$ cat src/rtl/pwd_lock_ctrl.sv
// pwd_lock_ctrl: 4-digit keypad lock with timed pass/fail indication and lockout.
// The pass/fail/locked flags are registered from the state, so they trail it by one cycle.
module pwd_lock_ctrl #(
   parameter logic [15:0] PWD      = 16'h1234,
   parameter int          N_TRY    = 3,
   parameter int          HOLD     = 8,
   parameter int          LOCK_CYC = 64
) (
   input  logic       clk,
   input  logic       rstn,
   input  logic       key_vld,
   input  logic [3:0] key_in,
   input  logic       clr,
   input  logic       admin_unlock,
   output logic       unlocked,
   output logic       fail,
   output logic       locked,
   output logic [2:0] digit_cnt,
   output logic [1:0] attempts_left
);
   localparam int TW = $clog2((HOLD > LOCK_CYC ? HOLD : LOCK_CYC) + 1);
   localparam logic [1:0] NT = 2'(N_TRY);
   typedef enum logic [2:0] {IDLE, ENTRY, CHECK, PASS, FAIL, LOCK} state_t;
   state_t state;
   logic [15:0] entry;
   logic [TW-1:0] tmr;
   logic [1:0] fail_cnt, fc_inc;
   assign fc_inc = (fail_cnt == NT) ? NT : fail_cnt + 2'd1;
   assign attempts_left = NT - fail_cnt;
   always_ff @(posedge clk)
      if (!rstn) begin
         state <= IDLE;
         entry <= '0;
         tmr <= '0;
         fail_cnt <= '0;
         digit_cnt <= '0;
         unlocked <= 1'b0;
         fail <= 1'b0;
         locked <= 1'b0;
      end else begin
         unlocked <= state == PASS;
         fail <= state == FAIL;
         locked <= state == LOCK && !admin_unlock;
         case (state)
            IDLE:
               if (key_vld) begin
                  entry <= {entry[11:0], key_in};
                  digit_cnt <= 3'd1;
                  state <= ENTRY;
               end
            ENTRY:
               if (clr) begin
                  digit_cnt <= 3'd0;
                  state <= IDLE;
               end else if (key_vld) begin
                  entry <= {entry[11:0], key_in};
                  digit_cnt <= digit_cnt + 3'd1;
                  if (digit_cnt == 3'd3) state <= CHECK;
               end
            CHECK: begin
               digit_cnt <= 3'd0;
               if (entry == PWD) begin
                  fail_cnt <= 2'd0;
                  tmr <= TW'(HOLD - 1);
                  state <= PASS;
               end else begin
                  fail_cnt <= fc_inc;
                  tmr <= (fc_inc == NT) ? TW'(LOCK_CYC - 1) : TW'(HOLD - 1);
                  state <= (fc_inc == NT) ? LOCK : FAIL;
               end
            end
            PASS, FAIL:
               if (tmr == '0) state <= IDLE;
               else tmr <= tmr - TW'(1);
            LOCK:
               if (admin_unlock || tmr == '0) begin
                  fail_cnt <= 2'd0;
                  state <= IDLE;
               end else tmr <= tmr - TW'(1);
            default: state <= IDLE;
         endcase
      end
endmodule

$ cat config.mk
export PLATFORM = sky130hd
export DESIGN_NAME = pwd_lock_ctrl
export DESIGN_NICKNAME = d
export VERILOG_FILES = /design/src/rtl/pwd_lock_ctrl.sv
export SDC_FILE = /design/constraint.sdc
export NUM_CORES = 1
export LEC_CHECK = 0
export CAP_MARGIN = 20
export CORE_ASPECT_RATIO = 1.25
export CORE_MARGIN = 3
export CORE_UTILIZATION = 42
export DETAILED_ROUTE_END_ITERATION = 10
export PLACE_DENSITY = 0.65
export SLEW_MARGIN = 20
export SYNTH_ARGS = -nofsm -noshare
export SYNTH_HDL_FRONTEND = slang
export SYNTH_SLANG_ARGS = --single-unit
$ cat constraint.sdc
create_clock -name clk -period 2.6 [get_ports clk]
set_clock_uncertainty 0.1 [all_clocks]
set_input_delay 0.52 -clock clk [delete_from_list [all_inputs] [get_ports clk]]
set_output_delay 0.52 -clock clk [all_outputs]
set_load 0.005 [all_outputs]
Word level (Yosys, flattened, before mapping)
Index checks and enable logic that the tools add are counted.

storage, ports and cells
  bits of input ports = 9
  RAM bits = 0
  output and inout port bits = 8
  bits in latches = 0
  register bits = 34
  bits in read-only memories = 0
  memories kept = 0
  word-level logic and storage cells = 68

cells by class
  divide/modulo/power cells = 0
  muxes and demuxes = 24
  reductions and logical operators = 15
  bitwise logic cells = 0
  equality and inequality tests = 17
  shift-type cells = 0
  multipliers = 0
  $lt $le $gt $ge = 0
  $add $sub $neg = 4

operators with widths
  operator                                               number
  two-way mux 16 bit                                     2
  case mux 16 bit (2 select lines)                       1
  two-way mux 3 bit                                      9
  case mux 7 bit (3 select lines)                        1
  equality test 16 x 13 -> 1 bit, second input constant  1
  case mux 3 bit (5 select lines)                        1
  two-way mux 7 bit                                      2
  two-way mux 6 bit                                      2
  != test 2 bit, second input constant                   5
  equality test 3 x 2 -> 1 bit, second input constant    3
  case mux 3 bit (3 select lines)                        1
  logical NOT 7 bit                                      1
  subtractor 7 x 1 -> 7 bit, second input constant       1
  equality test 3 bit, second input constant             2
  two-way mux 2 bit                                      3
  != test 3 bit, second input constant                   2
  AND reduction 3 bit                                    2
  nonzero test 3 bit                                     2
  AND reduction 5 bit                                    1
  equality test 2 bit, second input constant             2
  case mux 2 bit (2 select lines)                        1
  AND reduction 2 bit                                    2
  nonzero test 2 bit                                     2
  adder 3 x 1 -> 3 bit, second input constant            1
  other kinds (10)                                       10

Depth between registers and ports, before layout
Gate-level depths: netlist of run 1.

  depth after elaboration = 6
  mapped depth = 7
  mapped depth without buffers = 7

Worst setup path before layout of run 1
Ideal clock, no wire load.

  kind = register to register
  start point = reg tmr[0]
  end point = reg tmr[4]
  data required time = 2.383 ns
  path buffers = 0
  cell stages (with the launch flop) = 8
  arrival time = 1.796 ns
  setup time = 0.117 ns
  period minus slack after synthesis = 2.013 ns
  slack = 0.587 ns
  cells stage by stage = dfxtp_1 > inv_1 > ha_1 > or3b_1 > nor4_4 > o21ai_1 > and2_1 > a32o_1

between the ends
  word-level cells in the longest chain between the ends = 4
  elaborated cells on any way between the ends = 9
  classes of those cells = add/sub: 1; eq/ne: 2; mux: 3; reduce/logical: 3

ends and longest elaborated chain
  what                                                                               RTL line  text
  start, declared                                                                    26        logic [TW-1:0] tmr;
  start signal, assigned                                                             64        tmr <= TW'(HOLD - 1);
  start signal, assigned                                                             68        tmr <= (fc_inc == NT) ? TW'(LOCK_CYC - 1) : TW'(HOLD - 1);
  start signal, assigned                                                             74        else tmr <= tmr - TW'(1);
  parallel branches: the longest is 4 deep, another holds subtractor 7 x 1 -> 7 bit  -

Parallel ways; which one is timed is not known. The select of a mux whose other input is x is not followed.
A chain may end at the register's enable or synchronous reset.

Worst setup path after layout of run 1
  start point = reg tmr[0]
  end point = reg tmr[3]

Same word-level chain as after synthesis.

==> out/results.ini, run 1 <==
[sta]
setup_tns_ns=0
max_freq_mhz=480.2
finalHoldViolCount=0
report.final.slew_viol_count=0
timing.slew.headroom=0.6414
tightestPinTransition_ns=0.5379
hold-worst-slack_ns=0.3580
finalCritPeriodShare=0.8010
min_period_ns=2.083
grt_setup_unrepaired=no
setup_violations=0

[die]
initial_utilization=0.4514
pin_count=17
die_area_um2=4696
dieWidth_um=61.90
die_height_um=75.87
floorplan.core_area_um2=3633
floorplan.rows=24

[outcome]
run_status=complete, no violations

[clock_tree]
cts_resized=0
root_buffer=clkbuf_8
holdBufCountCts=0
ctsLongestPathBuffers=2
clk_latency_ns=0.29
cts_setup_buffers=0
clkSinkCount=34
tritoncts=built
h-tree-depth=2
cts_inserted_buffers=5
clkSlewWorstSetupHoldPaths_ns=0.07

[global_routing]
antenna_found_initial=0
grt_use_met1=0.2000
grt_pass1_vias=1328
global_route_total_overflow=0
grt_use_met3=0.04068
top_usage_layer_grt=met2
grt_usage=0.1697
grt_pass1_wl_um=5858
grt_use_met2=0.2864
grt_max_degree=21

[cells_and_area]
syn_to_final_growth_pct=19.91
antenna_cells=0
nNetsFinal=220
fraction_of_final_layout_cells_with_drive_strength_greater_than_1=0.08134
post_layout_nonfiller_instances=261
stdcell_area_um2=1967

[placement]
globalplace.congestion=0.8044
placedInstanceArea_um2=1853
dp_hpwl_um=2546
numPlacedInstances=253
buffer_ports.inserted=16

[drt]
detailedRoute.firstIterationViolations=122
final_antenna_net_count=0
postRouteWirelength_um=3421
first_pass_iters=4
drc=0
dr_total_vias=1402
routed_wire_length_per_instance_um=13.11
viasPerCell=5.372

[power]
p_leak_nw=0.7419
p_per_area_nw_per_um2=658.5
power.ir.vdd_worst_mv=0.3952

[worst_setup_path]
critPathArrivalTime_ns=2.17
timing.critical_path.from_type=flop
worstSetupPathType=reg2reg
cp_max_fo=6
setup.worst_path.end_class=flop
cp.required_ns=2.68

[yosys]
synth-main-ff-cell=dfxtp_1
synth.cell_area_um2=1640
synth_cell_types=45
post-synth-top-area-fraction=0.4150
mapped_cells=191
synth_enable_flop_cells=0
netlist.top_cell.by_area=dfxtp_1
synth_fp_nets=203
warning_count_from_the_yosys_run=0
synth.avg_cell_area_um2=8.588
yosysSeqAreaShare=0.4150
yosys-top-cells-area=dfxtp_1, nand2_1, a21boi_1
post_synthesis_async_set_or_reset_flop_share=0
register_bit_total_from_synthesis=34

[flow_run]
cap_violations=0

[min_path]
worstHoldPathType=reg2reg

[stage by stage]
step	util	power (mW)	setup WS [ns]
6_report	0.5413	1.295	0.5175
5_1_grt	0.5413	1.366	0.3794
4_1_cts	0.5413	1.305	0.5126
3_5_place_dp	0.5100	0.8198	0.2259
3_3_place_gp	0.5100	0.8108	0.3576
2_1_floorplan	-	0.7560	0.5869
[final cells by class]
cell class,instances,area (um2)
repair buffers,20,190.2
clock buffers,5,68.82
clock inverters,3,45.04
inverters,6,22.52
flip-flops and latches,34,680.7
multi-input cells,141,894.6
well taps,52,65.06
fillers,356,1667
[cells in the mapped netlist (4+ instances only)]
| cell type | number |
|---|---|
| dfxtp_1 | 34 |
| nand2_1 | 43 |
| a21boi_1 | 18 |
| o21ai_1 | 5 |
| a21oi_1 | 6 |
| inv_1 | 6 |
| nor2_1 | 4 |
| clkbuf_1 | 8 |
| and2_1 | 4 |
| o21ai_0 | 6 |
| o211a_1 | 4 |
[state kept, by name, summed over array words and instances (netlist names)]
register   count
unlocked       1
digit_cnt      3
locked         1
state          3
tmr            7
fail_cnt       2
fail           1
entry         16
[critical path: stages (launching register included)]
cell     delay [ns]
dfxtp_1        0.34
inv_1          0.06
ha_1           0.17
or3b_1         0.45
nor4_4         0.19
o21ai_1        0.19
and2_1         0.24
a32o_1         0.22
[cells in the final DEF (no fill, tap or decap), types with 2 or more instances in the layout]
master           Yosys  final
or2_1                2      2
nor4_4               2      2
clkbuf_8             0      5
a32o_1               3      3
clkdlybuf4s50_1      0     16
nor2_1               4      4
o21a_1               2      2
nor3b_1              2      2
a21boi_1            18     18
nand2_1             43     43
o211a_1              4      4
inv_1                6      6
o41ai_1              2      2
and3_1               2      2
and3b_1              2      2
o21ai_1              5      5
ha_1                 3      3
nand2b_1             2      2
nor2b_1              2      2
a21oi_1              6      6
nand4b_1             2      2
o21ai_0              6      6
and2_1               4      4
dfxtp_1             34     34
or4b_1               3      3
clkinvlp_4           0      2
nor4_1               2      2
buf_4                1      4
nor3_1               3      3
[cell families after synthesis]
family / after synthesis / synth area share
compound gates: 54 / 0.2342
fa+ha+maj: 3 / 0.02289
buf+inv: 16 / 0.03966
flops: 34 / 0.4149
simple gates: 84 / 0.2883
[worst paths after layout]
check                         startpoint                     end  slack [ns]  cells after the start
setup / recovery     tmr[0]$_SDFFE_PN0P_     tmr[3]$_SDFFE_PN0P_        0.52                      7
hold / removal    entry[15]$_SDFFE_PN0P_  entry[15]$_SDFFE_PN0P_        0.36                      2
setup reg to reg     tmr[0]$_SDFFE_PN0P_     tmr[3]$_SDFFE_PN0P_        0.52                      7
hold reg to reg   entry[15]$_SDFFE_PN0P_  entry[15]$_SDFFE_PN0P_        0.36                      2
[routing by layer]
metal	part of all wire	vias up
met5	0	-
met4	0.018	0
met3	0.038	6
met2	0.51	25
met1	0.43	659
li1	-	712
[power by group]
part / leakage [nW] / internal, mW / switching (mW) / total, mW
Clock: 0.0504 / 0.285 / 0.202 / 0.487
Combinational: 0.416 / 0.0988 / 0.117 / 0.216
Sequential: 0.276 / 0.550 / 0.0418 / 0.592
(Power assumes the default switching activity.)
==> run 2, diff against run 1 <==
--- a/config.mk
+++ b/config.mk
@@ -10,7 +10,7 @@
 export CORE_MARGIN = 3
 export CORE_UTILIZATION = 42
 export DETAILED_ROUTE_END_ITERATION = 10
-export PLACE_DENSITY = 0.65
+export PLACE_DENSITY = 0.67
 export SLEW_MARGIN = 20
 export SYNTH_ARGS = -nofsm -noshare
 export SYNTH_HDL_FRONTEND = slang
==> constraint.sdc (replaced) <==
create_clock -name clk -period 1.9 [get_ports clk]
set_clock_uncertainty 0.1 [all_clocks]
set_input_delay 0.38 -clock clk [delete_from_list [all_inputs] [get_ports clk]]
set_output_delay 0.38 -clock clk [all_outputs]
set_load 0.005 [all_outputs]
==> run 2 against run 1 <==
Compared with the run above:
- the flow now finishes with violations (negative setup slack)
- final area is 13% higher
- die area unchanged
- fmax up 8.9%
- sequential share of layout area shrank 3.7 points
- cell count rose by 6.5%
- first-iteration DRC count down 9.8%
- global-route usage rose by 0.77 points
- flip-flop and latch count unchanged
- clock-buffer cell count increased by 1
- highest routed layer unchanged
==> out/results.ini, run 2 (synthesis results as in run 1) <==
[outcome]
run_status=complete, but fails checks
violations_in_the_final_reports=negative setup slack

[worst_setup_path]
cp.required_ns=1.98  ; -0.70 ns
worstSetupPathType=reg2reg
cp_max_fo=6  ; unchanged
timing.critical_path.from_type=flop
critPathArrivalTime_ns=2.00  ; -0.17 ns
setup.worst_path.end_class=flop

[sta]
min_period_ns=1.913  ; -0.1696 ns
finalCritPeriodShare=1.007  ; +0.2058
report.final.slew_viol_count=0  ; unchanged
layout_setup_ws_ns=-0.01290  ; -0.5304 ns
timing.slew.headroom=0.6516  ; +0.01017
grt_setup_unrepaired=yes
setup_tns_ns=-0.01482  ; -0.01482 ns
finalHoldViolCount=0  ; unchanged
hold-worst-slack_ns=0.3593  ; +0.001298 ns
max_freq_mhz=522.8  ; +8.9%
setup_violations=2  ; +2
tightestPinTransition_ns=0.5154  ; -0.02252 ns

[clock_tree]
clk_latency_ns=0.29  ; about the same
clkSinkCount=34  ; unchanged
h-tree-depth=2  ; unchanged
ctsLongestPathBuffers=2  ; unchanged
cts_inserted_buffers=5  ; unchanged
holdBufCountCts=0  ; unchanged
clkSlewWorstSetupHoldPaths_ns=0.07  ; about the same
root_buffer=clkbuf_8
tritoncts=built

[power]
switching_part_of_the_total=0.2542  ; -0.02495
p_int_mw=1.527  ; +64%
seq_power_share=0.395  ; -0.062
p_clk_frac=0.403  ; +0.027
p_leak_nw=0.8797  ; +19%
power.ir.vdd_worst_mv=0.7829  ; +98%
net-switching-power_uw=520.5  ; +44%
p_per_area_nw_per_um2=925.1  ; +40%
power.combinational.fraction=0.202  ; +0.035

[drt]
postRouteWirelength_um=3810  ; +11%
detailedRoute.firstIterationViolations=110  ; -9.8%
routed_wire_length_per_instance_um=13.71  ; +4.6%
dr_total_vias=1491  ; +6.3%
final_antenna_net_count=0  ; unchanged
first_pass_iters=4  ; unchanged
viasPerCell=5.363  ; -0.16%
drc=0  ; unchanged

[placement]
globalplace.congestion=0.8589  ; +6.8%
dp_hpwl_um=2655  ; +4.3%
buffer_ports.inserted=16  ; unchanged

[die]
initial_utilization=0.4514  ; unchanged
die_height_um=75.87  ; unchanged
floorplan.rows=24  ; unchanged
dieWidth_um=61.90  ; unchanged
pin_count=17  ; unchanged
floorplan.core_area_um2=3633  ; unchanged
die_area_um2=4696  ; unchanged

[cells_and_area]
num-fill-cells=329  ; -7.6%
layout.cells.most_common_list=nand2_1, dfxtp_1, a21boi_1, buf_4, clkdlybuf4s50_1
ff_latch_area_um2=684.4  ; +0.55%
antenna_cells=0  ; unchanged
largest_register_ff_count=16  ; unchanged
postLayoutCoreUtil=0.6092  ; +0.06784
layout_commonest_cell=nand2_1
fraction_of_final_layout_cells_with_drive_strength_greater_than_1=0.2212  ; +0.1399
top_register=entry
multi_input_comb_area_um2=957.2  ; +7.0%
nNetsFinal=237  ; +7.7%
biggestRegsByFlops=entry: 16 flops, tmr: 7 flops
syn_to_final_growth_pct=34.94

[global_routing]
global_route_total_overflow=0  ; unchanged
grt_usage=0.1775  ; +0.007728
antenna_found_initial=0  ; unchanged
grt_pass1_wl_um=6210  ; +6.0%
grt_max_degree=27  ; +29%
grt_pass1_vias=1418  ; +6.8%

[min_path]
worstHoldPathType=reg2reg

[flow_run]
cap_violations=0  ; unchanged

[run 2: changes by cell type in the layout (fill, tap and decap cells not counted), moves of 3 or more]
| cell | change |
|---|---|
| dfxtp_1 | -3 |
| buf_4 | +13 |
| buf_6 | +3 |
| dfxtp_2 | +3 |
[run 2: layout make-up]
cell class,instances,area share
clock inverter,2,0.02713
inverter,6,0.01018
multi-input combinational,141,0.4324
sequential,34,0.3092
timing repair buffer,37,0.1543
tap,52,0.02940
clock buffer,6,0.03731
[run 2: power by group through the flow]
stage / clock network, mW / registers (mW) / logic (mW)
after detailed placement: 0 / 0.822 / 0.381
after global routing: 0.875 / 0.819 / 0.455
after floorplan: 0 / 0.796 / 0.250
after global placement: 0 / 0.822 / 0.366
final: 0.825 / 0.809 / 0.414
after CTS: 0.837 / 0.806 / 0.388
[run 2: routing by layer]
layer | track usage | up-vias | wire, um
met4 | 0.07783 | 0 | 87
met1 | 0.2199 | 706 | 1656
met2 | 0.2852 | 32 | 1894
li1 | - | 744 | -
met3 | 0.04746 | 9 | 171
met5 | 0 | - | 0
[run 2: timing repair]
action                     in CTS  in global routing
setup endpoints to repair       2                  8
pin swaps                       0                  7
resized for setup               1                 13
setup buffers                   0                  3
[run 2: worst max-delay path, cell delays in order (launching register included)]
cell and delay (ns):
dfxtp_2 0.32, inv_2 0.06, ha_4 0.12, or3b_4 0.40, nor4_4 0.15, buf_6 0.17, o21ai_4 0.09, and2_4 0.19
a32o_1 0.20
[run 2: stage by stage]
| step | instances | instance area [um2] | total power, mW | setup slack, ns |
|---|---|---|---|---|
| global route | 278 | 2213 | 2.149 | -0.07097 |
| CTS | 275 | 2143 | 2.031 | -0.001515 |
| floorplan | 191 | 1663 | 1.047 | 0.004171 |
| detailed placement | 267 | 1993 | 1.203 | -0.08684 |
| global placement | 267 | 1993 | 1.187 | -0.04596 |
| finish | 278 | 2213 | 2.048 | -0.01290 |
[run 2: path summary, 6_finish.rpt]
| path | from | end | slack, ns | depth (start not counted) |
|---|---|---|---|---|
| min | entry[12]$_SDFFE_PN0P_ | entry[12]$_SDFFE_PN0P_ | 0.36 | 2 |
| min reg2reg | entry[12]$_SDFFE_PN0P_ | entry[12]$_SDFFE_PN0P_ | 0.36 | 2 |
| max reg2reg | tmr[0]$_SDFFE_PN0P_ | tmr[3]$_SDFFE_PN0P_ | -0.01 | 8 |
| max | tmr[0]$_SDFFE_PN0P_ | tmr[3]$_SDFFE_PN0P_ | -0.01 | 8 |
==> run 3, diff against run 2 <==
--- a/config.mk
+++ b/config.mk
@@ -11,6 +11,7 @@
 export CORE_UTILIZATION = 42
 export DETAILED_ROUTE_END_ITERATION = 10
 export PLACE_DENSITY = 0.67
+export SKIP_CTS_REPAIR_TIMING = 1
 export SLEW_MARGIN = 20
 export SYNTH_ARGS = -nofsm -noshare
 export SYNTH_HDL_FRONTEND = slang
==> run 3 against run 2 <==
Compared with the run above:
- the run now ends clean
- clock power rose by 0.5%
- die area did not move
- critical path depth fell by 3
- wire length fell by 1.2%
- critical endpoint is now tmr[5]$_SDFFE_PN0P_
- highest routed layer unchanged
==> out/results.ini, run 3 (synthesis results as in run 1) <==
[drt]
viasPerCell=5.353  ; -0.20%
first_pass_iters=5  ; +1
postRouteWirelength_um=3763  ; -1.2%
m1WireLength_um=1690  ; +2.1%
routed_wire_length_per_instance_um=13.54  ; -1.2%
topRoutingLayerUsed=met4
detailroute.wirelength.met3_um=156  ; -8.8%
final_antenna_net_count=0  ; unchanged
dr_total_vias=1488  ; -0.20%
drc=0  ; unchanged
detailedRoute.firstIterationViolations=77  ; -30%
detailroute.wirelength.met2_um=1839  ; -2.9%

[sta]
max_freq_mhz=527.4  ; +0.89%
tightestPinTransition_ns=0.5164  ; +0.001050 ns
grt_setup_unrepaired=yes
finalCritPeriodShare=0.9979  ; -0.008893
min_period_ns=1.896  ; -0.01690 ns
timing.slew.headroom=0.6509  ; -0.0007100
finalHoldViolCount=0  ; unchanged
setup_violations=0  ; -2
report.final.slew_viol_count=0  ; unchanged

[global_routing]
grt_pass1_wl_um=6175  ; -0.56%
grt_max_degree=27  ; unchanged
global_route_total_overflow=0  ; unchanged
grt_pass1_vias=1415  ; -0.21%
grt_usage=0.1765  ; -0.001024
antenna_found_initial=0  ; unchanged

[power]
power.ir.vdd_worst_mv=0.7874  ; +0.57%
seq_power_share=0.395  ; about the same
switching_part_of_the_total=0.2538  ; -0.0003910
post-layout-total-power_mw=2.046  ; about the same
net-switching-power_uw=519.3  ; -0.22%
p_per_area_nw_per_um2=927.6  ; +0.27%
p_clk_frac=0.405  ; +0.002
p_int_mw=1.527  ; about the same
p_leak_nw=0.8795  ; about the same
power.combinational.fraction=0.200  ; -0.002

[cells_and_area]
nNetsFinal=237  ; unchanged
ff_latch_area_um2=684.4  ; unchanged
antenna_cells=0  ; unchanged
top_register=entry
layout.cells.most_common_list=nand2_1, dfxtp_1, a21boi_1, buf_4, clkdlybuf4s50_1
layout_commonest_cell=nand2_1
largest_register_ff_count=16  ; unchanged
biggestRegsByFlops=entry: 16 flops, tmr: 7 flops
post_layout_nonfiller_instances=278  ; unchanged
syn_to_final_growth_pct=34.48
num-fill-cells=332  ; +0.91%
multi_input_comb_area_um2=949.7  ; -0.78%
fraction_of_final_layout_cells_with_drive_strength_greater_than_1=0.2124  ; -0.008850

[die]
initial_utilization=0.4514  ; unchanged
pin_count=17  ; unchanged
floorplan.rows=24  ; unchanged
dieWidth_um=61.90  ; unchanged
die_area_um2=4696  ; unchanged
floorplan.core_area_um2=3633  ; unchanged
die_height_um=75.87  ; unchanged

[min_path]
worstHoldPathType=reg2reg

[clock_tree]
ctsLongestPathBuffers=2  ; unchanged
cts_inserted_buffers=5  ; unchanged
tritoncts=built
h-tree-depth=2  ; unchanged
clkSinkCount=34  ; unchanged
root_buffer=clkbuf_8
clk_latency_ns=0.29  ; about the same
clkSlewWorstSetupHoldPaths_ns=0.07  ; about the same

[worst_setup_path]
cp_max_fo=3  ; -3
cp.required_ns=1.98  ; about the same
critPathArrivalTime_ns=1.98  ; -0.02 ns
worstSetupPathType=reg2reg
timing.critical_path.from_type=flop
setup.worst_path.end_class=flop

[outcome]
run_status=complete, no violations

[flow_run]
cap_violations=0  ; unchanged

[placement]
numPlacedInstances=267  ; unchanged
dp_hpwl_um=2655  ; unchanged
buffer_ports.inserted=16  ; unchanged
globalplace.congestion=0.8589  ; unchanged

run 3: cell types whose count changed in the layout (fill, tap and decap cells not counted):
| cell | delta |
|---|---|
| o21ai_0 | -1 |
| o21ai_2 | -1 |
| o21ai_1 | +2 |
| a21oi_1 | +1 |
| a21oi_2 | -1 |
run 3: final timing paths:
check        slack, ns              startpoint                endpoint  cells after the start
max              0.004  entry[14]$_SDFFE_PN0P_     tmr[5]$_SDFFE_PN0P_                      5
min               0.36  entry[12]$_SDFFE_PN0P_  entry[12]$_SDFFE_PN0P_                      2
max reg2reg      0.004  entry[14]$_SDFFE_PN0P_     tmr[5]$_SDFFE_PN0P_                      5
min reg2reg       0.36  entry[12]$_SDFFE_PN0P_  entry[12]$_SDFFE_PN0P_                      2
run 3: metrics by stage:
| step | hold slack [ns] | TNS (ns) | worst slack, ns | area, um2 | utilization |
|---|---|---|---|---|---|
| final | 0.3613 | 0 | 0.004001 | 2206 | 0.6071 |
| after global routing | 0.3926 | -0.3534 | -0.06405 | 2206 | 0.6071 |
| after CTS | 0.3628 | -0.01486 | -0.009913 | 2136 | 0.5878 |
| after detailed placement | 0.3494 | -0.8299 | -0.08684 | 1993 | 0.5486 |
| after global placement | 0.3415 | -0.05513 | -0.04596 | 1993 | 0.5486 |
| after floorplan | 0.3301 | 0 | 0.004171 | 1663 | - |
run 3: final cells by class:
| class | count | share of cell area |
|---|---|---|
| multi-input combinational | 141 | 0.4305 |
| clock inverter | 2 | 0.02723 |
| sequential | 34 | 0.3103 |
| inverter | 6 | 0.01021 |
| clock buffer | 6 | 0.03744 |
| timing repair buffer | 37 | 0.1548 |
| tap | 52 | 0.02950 |
run 3: metal layers:
metal	vias up	GRT usage
li1	743	-
met1	703	0.2169
met2	35	0.2875
met3	7	0.04576
met4	0	0.07547
met5	-	0
run 3: worst max-delay path: stages, from the launching register on:
cell      delay (ns)
dfxtp_2         0.32
or4b_4          0.54
nor4_4          0.30
nand3b_1        0.20
o41ai_1         0.10
a32o_1          0.22
run 3: power by group through the flow:
| stage | Clock, mW | Combinational [mW] | Sequential (mW) |
|---|---|---|---|
| 4_1_cts | 0.837 | 0.384 | 0.806 |
| 5_1_grt | 0.877 | 0.452 | 0.818 |
| 2_1_floorplan | 0 | 0.250 | 0.796 |
| 3_3_place_gp | 0 | 0.366 | 0.822 |
| 3_5_place_dp | 0 | 0.381 | 0.822 |
| 6_report | 0.829 | 0.409 | 0.809 |
